===== src/rtl/symbol_packer_pkg.sv =====
// -----------------------------------------------------------------------------
// symbol_packer_pkg
//   Shared definitions for symbol_packer:
//     SYM_W_DEF / OUT_W_DEF : default symbol and packed-word widths
//     state_e               : packer state (FILL, FULL, FLUSH)
//     cnt_width()           : width of the fill counter for a given geometry
//     CNT_W_DEF             : fill-counter width at the default geometry
// -----------------------------------------------------------------------------
package symbol_packer_pkg;

  localparam int SYM_W_DEF = 3;
  localparam int OUT_W_DEF = 8;

  typedef enum logic [1:0] {
    FILL  = 2'd0,  // collecting symbols, no flush requested
    FULL  = 2'd1,  // a complete word is waiting for the consumer
    FLUSH = 2'd2   // draining a partial word on request
  } state_e;

  // The counter must hold values up to OUT_W+SYM_W-1.
  function automatic int cnt_width(input int sym_w, input int out_w);
    return $clog2(out_w + sym_w);
  endfunction

  localparam int CNT_W_DEF = cnt_width(SYM_W_DEF, OUT_W_DEF);

endpackage


===== src/rtl/symbol_packer.sv =====
// -----------------------------------------------------------------------------
// symbol_packer
//   Packs SYM_W-bit code symbols from the 4-to-3 encoder stage into OUT_W-bit
//   words, LSB-first. A flush request emits any partial word zero-padded.
//   Input accept and output transfer are mutually exclusive by construction.
//
// Parameters
//   SYM_W      width of one incoming symbol {d2,d1,d0}
//   OUT_W      width of one packed output word (OUT_W >= SYM_W)
//
// Ports
//   clk        rising-edge clock
//   rst_n      asynchronous active-low reset
//   in_valid   in_sym carries a valid symbol
//   in_sym     encoder code word
//   in_ready   packer accepts in_sym this cycle
//   flush      single-cycle request to emit a partial word
//   out_valid  out_data holds a packed word
//   out_data   packed word, LSB-first
//   out_ready  consumer takes out_data this cycle
//   out_par    even parity of out_data (only with SYMBOL_PACKER_PARITY_EN)
//
// Configuration
//   SYMBOL_PACKER_PARITY_EN  defined: adds the out_par output.
// -----------------------------------------------------------------------------
module symbol_packer
  import symbol_packer_pkg::*;
#(
  parameter int SYM_W = SYM_W_DEF,
  parameter int OUT_W = OUT_W_DEF
) (
  input  logic             clk,
  input  logic             rst_n,
  input  logic             in_valid,
  input  logic [SYM_W-1:0] in_sym,
  output logic             in_ready,
  input  logic             flush,
  output logic             out_valid,
  output logic [OUT_W-1:0] out_data,
  input  logic             out_ready
`ifdef SYMBOL_PACKER_PARITY_EN
  ,
  output logic             out_par
`endif
);

  localparam int ACC_W = OUT_W + SYM_W - 1;
  localparam int CNT_W = cnt_width(SYM_W, OUT_W);
  localparam logic [CNT_W-1:0] CNT_OUT = CNT_W'(OUT_W);
  localparam logic [CNT_W-1:0] CNT_SYM = CNT_W'(SYM_W);

  logic [ACC_W-1:0] r_acc;
  logic [CNT_W-1:0] r_cnt;
  logic             r_flush_pend;
  state_e           r_state;

  logic [ACC_W-1:0] w_acc_nxt;
  logic [CNT_W-1:0] w_cnt_nxt;
  logic             w_pend_nxt;
  state_e           w_state_nxt;
  logic             w_accept;
  logic             w_xfer;

  // The state register encodes exactly the handshake conditions:
  // FILL <=> cnt < OUT_W && !flush_pend, and FLUSH always has cnt > 0,
  // so both handshake outputs come straight from flops.
  assign in_ready  = (r_state == FILL);
  assign out_valid = (r_state == FULL) || (r_state == FLUSH);
  assign out_data  = r_acc[OUT_W-1:0];

`ifdef SYMBOL_PACKER_PARITY_EN
  assign out_par = ^out_data;
`endif

  assign w_accept = in_valid && in_ready;
  assign w_xfer   = out_valid && out_ready;

  always_comb begin
    // NOTE: every variable gets a default first so no path infers a latch.
    w_acc_nxt = r_acc;
    w_cnt_nxt = r_cnt;

    if (w_accept) begin
      // Accept only happens with cnt < OUT_W, so the symbol always lands
      // inside the OUT_W+SYM_W-1 bit accumulator.
      w_acc_nxt = r_acc | (ACC_W'(in_sym) << r_cnt);
      w_cnt_nxt = r_cnt + CNT_SYM;
    end else if (w_xfer) begin
      // Right shift brings in zeros, keeping unfilled bits clear so a
      // flushed partial word is naturally zero-padded.
      w_acc_nxt = r_acc >> OUT_W;
      w_cnt_nxt = (r_cnt >= CNT_OUT) ? (r_cnt - CNT_OUT) : '0;
    end

    // A flush applies after a same-cycle accept; it is ignored when nothing
    // is buffered or when a flush is already pending.
    if (r_flush_pend) begin
      w_pend_nxt = !(w_xfer && (w_cnt_nxt == '0));
    end else begin
      w_pend_nxt = flush && (w_cnt_nxt != '0);
    end

    if (w_pend_nxt) begin
      w_state_nxt = FLUSH;
    end else if (w_cnt_nxt >= CNT_OUT) begin
      w_state_nxt = FULL;
    end else begin
      w_state_nxt = FILL;
    end
  end

  // NOTE: sequential state uses non-blocking assignments so every flop
  // samples the pre-edge values of the others.
  always_ff @(posedge clk or negedge rst_n) begin
    if (!rst_n) begin
      r_acc        <= '0;
      r_cnt        <= '0;
      r_flush_pend <= 1'b0;
      r_state      <= FILL;
    end else begin
      r_acc        <= w_acc_nxt;
      r_cnt        <= w_cnt_nxt;
      r_flush_pend <= w_pend_nxt;
      r_state      <= w_state_nxt;
    end
  end

endmodule


===== config.mk =====
export PLATFORM = sky130hd
export DESIGN_NAME = symbol_packer
export DESIGN_NICKNAME = d
export VERILOG_FILES = /design/src/rtl/symbol_packer_pkg.sv /design/src/rtl/symbol_packer.sv
export SDC_FILE = /design/constraint.sdc
export NUM_CORES = 1
export LEC_CHECK = 0
export BUFFER_PORTS_ARGS = -buffer_cell sky130_fd_sc_hd__buf_2
export CAP_MARGIN = 20
export CELL_PAD_IN_SITES_DETAIL_PLACEMENT = 1
export CELL_PAD_IN_SITES_GLOBAL_PLACEMENT = 2
export CORE_MARGIN = 2
export CORE_UTILIZATION = 36
export CTS_CLUSTER_DIAMETER = 120
export DETAILED_ROUTE_END_ITERATION = 16
export PLACE_DENSITY = 0.83
export SLEW_MARGIN = 5
export SYNTH_ARGS = -nofsm -noshare
export SYNTH_HDL_FRONTEND = slang
export SYNTH_SLANG_ARGS = --single-unit

===== constraint.sdc =====
create_clock -name clk -period 2.3 [get_ports clk]
set_input_delay 0.23 -clock clk [delete_from_list [all_inputs] [get_ports clk]]
set_output_delay 0.23 -clock clk [all_outputs]
set_load 0.01 [all_outputs]

# Yosys cells after proc, flatten, opt, wreduce, memory -nomap -nowiden
# Cells that the tools add are included.
# word_totals
out_inout_bits	10
reg_bits	17
# op_classes
shifts	1
add_sub_neg	2
n_mux	8
bitwise_logic	1
n_eq_ne	2
n_reduce_logical	10
n_lt_le_gt_ge	2
# op_table
cell	n
$mux 10	2
$mux 4	3
$or 10x10->10	1
$shl 3x4->10	1
$ge 4x4->1 const B	2
$add 4x2->4 const B	1
$logic_and 1x1->1	4
$logic_not 4->1	1
$reduce_bool 4->1	1
$sub 4x4->4 const B	1
$eq 2x1->1 const B	1
$eq 2x2->1 const B	1
$logic_not 2->1	1
$mux 1	2
$mux 2	1
$reduce_bool 2->1	1
$logic_not 1->1	1
$logic_or 1x1->1	1

# Depth between registers and ports, before layout
# Gate-level depths: netlist (run 1).
# depth
depth_word	10
depth_mapped	7
mapped_depth_nobuf	6

# Worst setup path after synthesis (run 1)
# Ideal clock, no wire load.
# synth_timing
path_type	reg-to-reg
from	register r_flush_pend
to	register r_state[0]
stages_incl_launch_ff	7
required_ns	2.180
period_less_slack_ns	1.564
setup_slack_ns	0.736
t_arrival_ns	1.444
cell_sequence	dfrtp_1 -> inv_1 -> ha_1 -> and2_4 -> o211a_1 -> or2_1 -> nor3b_2
# synth_via
elab_chain_len	2
# synth_rtl
item	line	text
from (decl)	symbol_packer.sv:54	logic r_flush_pend;
from (signal assigned)	symbol_packer.sv:123	r_flush_pend <= w_pend_nxt;
$mux 1	symbol_packer.sv:97	if (r_flush_pend) begin
$mux 2	symbol_packer.sv:103	if (w_pend_nxt) begin
via w_state_nxt[0]	symbol_packer.sv:60	state_e w_state_nxt;
to (signal assigned)	symbol_packer.sv:124	r_state <= w_state_nxt;
to (decl)	symbol_packer.sv:55	state_e r_state;
# The timed path passes the listed nets, and every way through them passes these cells.
# A chain may end at the register's enable or synchronous reset.

# Worst setup path after layout (run 1)
# layout_timing
from	register r_flush_pend
to	register r_flush_pend
# layout_via
elab_chain_len	1
# layout_rtl
item	line	text
$mux 1	symbol_packer.sv:97	
via w_pend_nxt	symbol_packer.sv:59	logic w_pend_nxt;
# The timed path passes the listed nets, and every way through them passes these cells.

==> out/results.ini, run 1 <==
[sta]
setup_viol=0
fin_setup_tns_ps=0
fin_worst_skew_ps=2.547
hold_viol=0
tightest_slew_ps=439.7
max_slew_margin_pct=70.62
post-route-period-util_pct=84.19
min_period_ps=1936
whs_ps=128.4
fin_ws_ps=363.7
slew_viol_final=0
rsz0062_at_grt=no
fmax_ghz=0.5164

[critical_path]
crit_chain=inv_1 -> ha_1 -> nand2_1 -> nand2_1 -> a311oi_1 -> a22oi_1
ff2ff_setup_slack_ps=360
cp.arrival_ps=2110
crit_path_start_kind=flip-flop
reg2regPathDepth=6
critPathBufInv=1
slowest_delay_ps=410
crit_family=simple AND/OR/NAND/NOR gates
path_class=reg -> reg
end_kind=flip-flop
r2r-start=r_flush_pend
crit_path_top_delay_cell=dfrtp_1
worst_path_most_repeated_cell=nand2_1
path_max_fanout=11
rr_endpoint=r_flush_pend
worstPathRequired_ps=2470

[layout]
fill_cells=323
antenna_cells=0
drive_gt1_share_pct=24.07
final_area_um2=1056
nNetsFinal=120
syn_to_final_growth_pct=6.431

[routing]
routed_wl_um=2126
via_per_inst=5.540
drt_first_pass_iters=3
wl_per_cell_um=15.29
ant_nets=0
dr.first_iter.drc_count=7
remaining_drc_errors=0
dr_total_vias=770

[global_route]
grt_use_total_pct=14.96
grt_pass1_vias=799
grt_remaining_overflow=0
grt_pass1_wl_um=3636
grt_start_max_net_pins=17
antenna_found_initial=0

[synthesis]
synth_nets=110
syn_avg_cell_area_um2=10.02
synth_common_cells=nand2_1, dfrtp_1, buf_4, inv_1, a22o_1
synth_edf_count=0
yosysUniqueCellTypes=34
synth_area_um2=992.2
yosysWarningCount=0
synth_top_area_share_pct=40.35
ys.flop_type=dfrtp_1
ys_seq_area_share_pct=40.35
synthTopCellsByArea=dfrtp_1, buf_4, nand2_1, ha_1, a22o_1
synth_top_area_cell=dfrtp_1
netlist_instances=99
async_flop_share_pct=100.0
ys_seq_elements=16
synth.most_common_cell=nand2_1

[run_status]
status=finished, final reports clean

[floorplanning]
core_area_um2=2686
io_pins=18
fp.dieW_um=56.50
die-area_um2=3192
initial_utilization_pct=36.94
num_rows=19
die_height_um=56.50

[hold_path]
hold_path_depth=2
hold_path.class=in -> reg
min_to=r_state[0]
hp-start=flush

[placement]
place_ws_ps=384.5
port-buffer-count=17
hpwl_um=1639
post_dp_cell_area_um2=1010
gp_congestion=0.7674

[pwr]
vdd_ir_drop_max_uv=424.4
leakage_uw=0.0005255
powerDensity_nw_per_um2=1189

[clock_tree]
cts_tree=yes
clockBufferDepth=2
ctsResizeCount=0
htree_levels=1
clock_sinks=16
cts.clk_slew.worst_paths_ps=100
cts_made_buffers=3
insertion_delay_ps=290
cts-root-buf=clkbuf_4

[run]
cap_violations=0

[through the flow]
stage | util, % | cells | total power (uW)
floorplan | - | 99 | 1000
global placement | 37.59 | 134 | 1051
detailed placement | 37.59 | 134 | 1076
CTS | 39.31 | 139 | 1270
global route | 39.31 | 139 | 1368
finish | 39.31 | 139 | 1256
[what timing repair did]
| item | CTS | global route |
|---|---|---|
| endpoints found under the hold margin | 16 | 0 |
| setup buffers | 0 | 0 |
| hold buffers | 1 | 0 |
[layout make-up]
cell class	count	area (um2)	share of cell area [%]
Clock buffer	4	36.28	3.436
Inverter	5	18.77	1.777
Multi-Input combinational cell	65	466.7	44.19
Sequential cell	16	400.4	37.91
Tap cell	31	38.79	3.673
Timing Repair Buffer	18	95.09	9.005
[worst max-delay path by stage]
stage                       startpoint           end  cells past startpoint
after floorplan           r_flush_pend    r_state[0]                      6
after global placement    r_flush_pend  r_flush_pend                      6
after detailed placement  r_flush_pend  r_flush_pend                      6
after CTS                 r_flush_pend  r_flush_pend                      6
after global routing      r_flush_pend  r_flush_pend                      6
final                     r_flush_pend  r_flush_pend                      6
[placed cells by master (no fill, tap or decap), types with 2 or more instances in the layout]
cell type  Yosys  routed
and3b_1        2       2
a22o_1         4       4
nand4_1        2       2
mux2_4         2       2
ha_1           3       3
inv_1          5       5
mux2i_1        3       3
o21ai_0        3       3
buf_2          1      17
nand2_1       17      17
o221ai_1       2       2
o21ai_1        3       3
nand3_1        3       3
nor3_1         2       2
dfrtp_1       16      16
clkbuf_4       0       3
a32o_1         2       2
and2_1         2       2
[power by group]
part	switching, uW	total (uW)	internal (uW)
Combinational	320	569	249
Sequential	121	496	375
Clock	94.8	191	96.4
Total	535	1260	721
[state kept, by name (all words and copies together) (netlist names)]
name and cells:
r_flush_pend 1, r_cnt 4, r_acc 10, r_state 1
[routing by layer]
layer	GRT usage, %	wire [um]
met1	18.18	947
met2	25.08	1084
met3	2.995	75
met4	7.143	19
met5	0	0
[logic make-up (layout without fill, tap and decap cells)]
kind of cell | count (synthesis) | after routing | synth area share [%]
flops | 16 | 16 | 40.35
compound gates | 22 | 22 | 18.54
simple gates | 34 | 34 | 17.78
mux | 5 | 5 | 6.053
buf+inv | 18 | 27 | 12.61
fa+ha+maj | 3 | 3 | 3.784
xor+xnor | 1 | 1 | 0.8829
Note: power is estimated with default switching activity, not from simulation.
==> run 2: changes to the inputs <==
CORE_UTILIZATION = 30   (was 36)
PLACE_DENSITY = 0.74   (was 0.83)
clock period = 1.68 ns   (was 2.3 ns; I/O delays follow)
==> run 2 against run 1 <==
Utilization is 2.9 points lower; highest routed layer unchanged; first-iteration DRC count down 43%; setup slack worse by 250 ps; die area increased by 19%; sequential cell count unchanged.
==> out/results.ini, run 2 (synthesis results as in run 1) <==
[run_status]
status=finished, final reports clean  ; unchanged

[critical_path]
r2r-start=r_flush_pend  ; unchanged
crit_path_top_delay_cell=dfrtp_1  ; unchanged
cp.arrival_ps=1780  ; was 2110 ps
reg2regPathDepth=6  ; unchanged
crit_path_start=r_flush_pend  ; unchanged
worstPathRequired_ps=1890  ; was 2470 ps
path_max_fanout=4  ; was 11
crit_family=compound AO/OA/AOI/OAI gates  ; was simple AND/OR/NAND/NOR gates
end_kind=flip-flop  ; unchanged
crit_path_start_kind=flip-flop  ; unchanged
crit_chain=inv_1 -> ha_2 -> and3b_2 -> o21ai_1 -> a211oi_2 -> a22oi_1  ; was inv_1 -> ha_1 -> nand2_1 -> nand2_1 -> a311oi_1 -> a22oi_1
slowest_delay_ps=390  ; was 410 ps
cp_num_cells=6  ; unchanged
critPathBufInv=1  ; unchanged
path_class=reg -> reg  ; unchanged

[hold_path]
hold_path.class=in -> reg  ; unchanged
hold_path_depth=2  ; unchanged
hp-start=flush  ; unchanged

[floorplanning]
core_area_um2=3103  ; was 2686 um2
num_rows=20  ; was 19
initial_utilization_pct=31.98  ; was 36.94%
die_height_um=61.51  ; was 56.50 um
fp.dieW_um=61.51  ; was 56.50 um
die-area_um2=3783  ; was 3192 um2
io_pins=18  ; unchanged

[clock_tree]
cts-root-buf=clkbuf_4  ; unchanged
clock_sinks=16  ; unchanged
cts_made_buffers=3  ; unchanged
htree_levels=1  ; unchanged
cts.clk_slew.worst_paths_ps=100  ; about the same
insertion_delay_ps=290  ; about the same
cts_tree=yes  ; unchanged
clockBufferDepth=2  ; unchanged

[layout]
top_register=r_acc  ; unchanged
nNetsFinal=126  ; was 120
antenna_cells=0  ; unchanged
layout_common_cells=buf_2, nand2_1, dfrtp_1  ; was nand2_1, buf_2, dfrtp_1
drive_gt1_share_pct=33.33  ; was 24.07%
final_area_um2=1131  ; was 1056 um2
reg_top3=r_acc x10, r_cnt x4  ; unchanged
syn_to_final_growth_pct=14.00  ; was 6.431%
largest_reg_flops=10  ; unchanged
stdcell_count=158  ; was 139
final_common_cell=buf_2
fill_cells=371  ; was 323

[pwr]
seq_power_share_pct=33.8  ; was 39.5%
clkPwrFrac_pct=14.3  ; was 15.2%
switching_share_pct=40.94  ; was 42.63%
p_comb_share_pct=51.9  ; was 45.3%
vdd_ir_drop_max_uv=563.0  ; was 424.4 uV
p_sw_uw=743.9  ; was 535.5 uW
powerDensity_nw_per_um2=1607  ; was 1189 nW/um2
p_total_uw=1817  ; was 1256 uW
leakage_uw=0.0005534  ; was 0.0005255 uW
internal_power_uw=1073  ; was 720.5 uW

[placement]
hpwl_um=1792  ; was 1639 um
port-buffer-count=17  ; unchanged
place_inst=153  ; was 134
gp_congestion=0.7524  ; was 0.7674
post_dp_cell_area_um2=1071  ; was 1010 um2

[routing]
via_per_inst=4.962  ; was 5.540
wl_per_cell_um=14.15  ; was 15.29 um
remaining_drc_errors=0  ; unchanged
ant_nets=0  ; unchanged
drt_first_pass_iters=4  ; was 3
dr_total_vias=784  ; was 770
dr.first_iter.drc_count=4  ; was 7
routed_wl_um=2235  ; was 2126 um

[sta]
hold_viol=0  ; unchanged
whs_ps=76.61  ; was 128.4 ps
post-route-period-util_pct=93.14  ; was 84.19%
fin_worst_skew_ps=7.511  ; was 2.547 ps
fmax_ghz=0.6391  ; was 0.5164 GHz
max_slew_margin_pct=75.57  ; was 70.62%
rsz0062_at_grt=no  ; unchanged
min_period_ps=1565  ; was 1936 ps
setup_viol=0  ; unchanged
fin_setup_tns_ps=0  ; unchanged
tightest_slew_ps=366.5  ; was 439.7 ps
slew_viol_final=0  ; unchanged

[global_route]
grt_start_max_net_pins=17  ; unchanged
grt_use_total_pct=13.72  ; was 14.96%
grt_remaining_overflow=0  ; unchanged
antenna_found_initial=0  ; unchanged
grt_pass1_wl_um=3739  ; was 3636 um
grt_pass1_vias=778  ; was 799

[run]
cap_violations=0  ; unchanged

## run 2: cell types whose count changed in the layout (fill, tap and decap cells not counted), sizes merged
cell	previous run	this run
buf	17	23
## run 2: worst register-to-register path, cell delays in order (launching register included)
cell and delay (ps):
dfrtp_1 390, inv_1 60, ha_2 280, and3b_2 250, o21ai_1 210, a211oi_2 100
a22oi_1 200
## run 2: cell type report
| type | count | area [um2] | area share [%] |
|---|---|---|---|
| clock buffer | 4 | 36.28 | 3.208 |
| inverter | 5 | 18.77 | 1.659 |
| multi-input combinational | 65 | 480.5 | 42.48 |
| sequential | 16 | 400.4 | 35.40 |
| tap | 44 | 55.05 | 4.867 |
| timing repair buffer | 24 | 140.1 | 12.39 |
## run 2: power by group through the flow
stage / clock network [uW] / registers, uW / logic, uW
after floorplan: 0 / 589 / 780
after global placement: 0 / 623 / 909
after detailed placement: 0 / 626 / 920
after CTS: 271 / 617 / 926
after global routing: 294 / 641 / 1060
final: 260 / 614 / 943
## run 2: what timing repair did
item,in CTS,in global routing
buffers inserted,0,0
hold endpoints to repair,16,0
setup endpoints to repair,0,10
hold buffers,1,0
gates resized for setup,0,6
## run 2: path summary, 6_finish.rpt
path | end | slack (ps)
max | r_flush_pend | 120
min | r_state[0] | 80
max reg2reg | r_flush_pend | 120
min reg2reg | r_acc[9] | 490
max in group asynchronous | r_acc[1] | 1090
min in group asynchronous | r_acc[9] | 320
## run 2: routing by layer
metal	global-route usage, %	share of wire (%)	wire length [um]	vias to the layer above
met5	0	0	0	-
met4	5.471	1.5	34	0
met3	2.521	2.0	45	4
met2	22.86	50	1110	12
met1	17.45	47	1045	393
li1	-	-	-	375
## run 2: per-stage QoR
stage               utilization, %  setup WS, ps
detailed placement           34.52         68.76
floorplan                        -         116.1
CTS                          36.01         53.21
global placement             34.52         104.7
global route                 36.45        0.2611
finish                       36.45         115.3
==> run 3: changes to the inputs <==
CORE_UTILIZATION = 32   (was 30)
CTS_BUF_LIST = sky130_fd_sc_hd__clkbuf_4 sky130_fd_sc_hd__clkbuf_8   (was not set)
PLACE_DENSITY = 0.78   (was 0.74)
==> run 3 against run 2 <==
Sequential share of layout area shrank 0.62 points; worst hold slack improved by 19 ps; final area up 1.8%; clock skew down 1.3 ps; utilization is 1.9 points higher; fmax decreased by 3.3%; total power up 3.2%; register-to-register slack got worse by 50 ps; sequential power fell by 1%; critical endpoint unchanged; largest cell class unchanged; largest power group unchanged.
==> out/results.ini, run 3 (synthesis results as in run 1) <==
[run_status]
status=finished, final reports clean  ; unchanged

[layout]
top_register=r_acc  ; unchanged
reg_top3=r_acc x10, r_cnt x4  ; unchanged
finish.utilization_pct=38.33  ; was 36.45%
layout_common_cells=buf_2, nand2_1, dfrtp_1  ; unchanged
fill_cells=356  ; was 371
regArea_um2=400.4  ; unchanged
nNetsFinal=128  ; was 126
largest_reg_flops=10  ; unchanged
final_area_um2=1151  ; was 1131 um2
final_common_cell=buf_2  ; unchanged
multi_input_area_um2=513.0  ; was 480.5 um2
drive_gt1_share_pct=38.26  ; was 33.33%
syn_to_final_growth_pct=16.01  ; was 14.00%
antenna_cells=0  ; unchanged

[sta]
tightest_slew_ps=367.1  ; was 366.5 ps
max_slew_margin_pct=75.53  ; was 75.57%
hold_viol=0  ; unchanged
min_period_ps=1618  ; was 1565 ps
slew_viol_final=0  ; unchanged
fin_worst_skew_ps=6.201  ; was 7.511 ps
whs_ps=95.51  ; was 76.61 ps
setup_viol=0  ; unchanged
fmax_ghz=0.6182  ; was 0.6391 GHz
post-route-period-util_pct=96.29  ; was 93.14%

[critical_path]
critPathBufInv=1  ; unchanged
path_max_fanout=4  ; unchanged
ff2ff_setup_slack_ps=60  ; was 120 ps
end_kind=flip-flop  ; unchanged
crit_chain=inv_1 -> ha_2 -> and3b_2 -> o21ai_2 -> a211oi_2 -> a22oi_2  ; was inv_1 -> ha_2 -> and3b_2 -> o21ai_1 -> a211oi_2 -> a22oi_1
cp.arrival_ps=1770  ; was 1780 ps
crit_path_top_delay_cell=dfrtp_1  ; unchanged
crit_path_start_kind=flip-flop  ; unchanged
path_class=reg -> reg  ; unchanged
worstPathRequired_ps=1840  ; was 1890 ps
slowest_delay_ps=390  ; about the same
crit_family=compound AO/OA/AOI/OAI gates  ; unchanged

[routing]
drt_first_pass_iters=4  ; unchanged
routed_wl_um=2345  ; was 2235 um
wl_per_cell_um=15.84  ; was 14.15 um
ant_nets=0  ; unchanged
via_per_inst=5.385  ; was 4.962
dr.first_iter.drc_count=19  ; was 4
remaining_drc_errors=0  ; unchanged
dr_total_vias=797  ; was 784

[clock_tree]
cts.clk_slew.worst_paths_ps=90  ; was 100 ps
clock_sinks=16  ; unchanged
htree_levels=1  ; unchanged
cts-root-buf=clkbuf_4  ; unchanged
insertion_delay_ps=280  ; was 290 ps
cts_made_buffers=3  ; unchanged
cts_tree=yes  ; unchanged
clockBufferDepth=2  ; unchanged

[global_route]
grt_remaining_overflow=0  ; unchanged
grt_pass1_wl_um=3732  ; was 3739 um
grt_pass1_vias=803  ; was 778
grt_start_max_net_pins=17  ; unchanged
grtUsageMet2_pct=22.05  ; was 22.86%
grt_use_met1_pct=19.19  ; was 17.45%
grt_busiest_layer=met2  ; unchanged
grt_use_total_pct=14.49  ; was 13.72%
use_met3_pct=2.381  ; was 2.521%
antenna_found_initial=0  ; unchanged

[floorplanning]
fp.dieW_um=59.69  ; was 61.51 um
die_height_um=59.69  ; was 61.51 um
io_pins=18  ; unchanged
initial_utilization_pct=33.04  ; was 31.98%
core_area_um2=3003  ; was 3103 um2
num_rows=20  ; unchanged
die-area_um2=3562  ; was 3783 um2

[pwr]
vdd_ir_drop_max_uv=459.2  ; was 563.0 uV
leakage_uw=0.0005688  ; was 0.0005534 uW
powerDensity_nw_per_um2=1630  ; was 1607 nW/um2

[hold_path]
hold_path.class=in -> reg  ; unchanged

[placement]
port-buffer-count=17  ; unchanged
gp_congestion=0.8248  ; was 0.7524
hpwl_um=1787  ; was 1792 um
post_dp_cell_area_um2=1057  ; was 1071 um2

[run]
cap_violations=0  ; unchanged

## run 3: cell count changes in the layout (fill, tap and decap cells not counted), sizes merged
cell / before / now
buf: 23 / 25
clkbuf: 4 / 3
## run 3: worst paths after layout
path | start | endpoint | depth (start not counted)
worst max-delay path | r_flush_pend | r_flush_pend | 6
worst min-delay path | flush | r_state[0] | 2
worst max register to register | r_flush_pend | r_flush_pend | 6
worst min register to register | r_acc[4] | r_acc[4] | 1
max in group asynchronous | rst_n | r_flush_pend | 2
min in group asynchronous | rst_n | r_acc[6] | 2
## run 3: area by class of cell
class,instances,share of cell area [%]
timing repair buffer,26,13.48
tap,33,3.587
clock buffer,3,1.957
multi-input combinational,65,44.57
inverter,5,1.630
sequential,16,34.78
## run 3: per-stage QoR
step	total power [uW]	std cells	TNS (ps)	setup WS [ps]
4_1_cts	1781	146	0	3.012
3_3_place_gp	1528	142	0	66.76
2_1_floorplan	1370	99	0	116.1
6_report	1876	148	0	62.34
5_1_grt	2031	148	-16.86	-12.53
3_5_place_dp	1559	142	-50.96	-50.96
## run 3: worst reg2reg max path, cell delays in order (launching register included)
cell	delay, ps
dfrtp_1	390
inv_1	60
ha_2	340
and3b_2	240
o21ai_2	90
a211oi_2	260
a22oi_2	120
## run 3: per-layer routing
layer  routed length (um)  vias to the layer above
met4                   55                        0
met5                    0                        -
met1                 1076                      396
met2                 1153                       16
met3                   60                        4
li1                     -                      381
## run 3: what timing repair did
item,4_1_cts,5_1_grt
gates resized for setup,2,10
hold buffers,1,0
pin swaps,0,1
setup buffers,0,2
endpoints found under the setup margin,1,9
hold endpoints to repair,16,0
## run 3: where the power goes
part	internal, uW	leakage (uW)	switching [uW]
Sequential	514	0.000213	94.2
Clock	83.0	0.0000138	117
Combinational	481	0.000342	587
Total	1080	0.000569	798
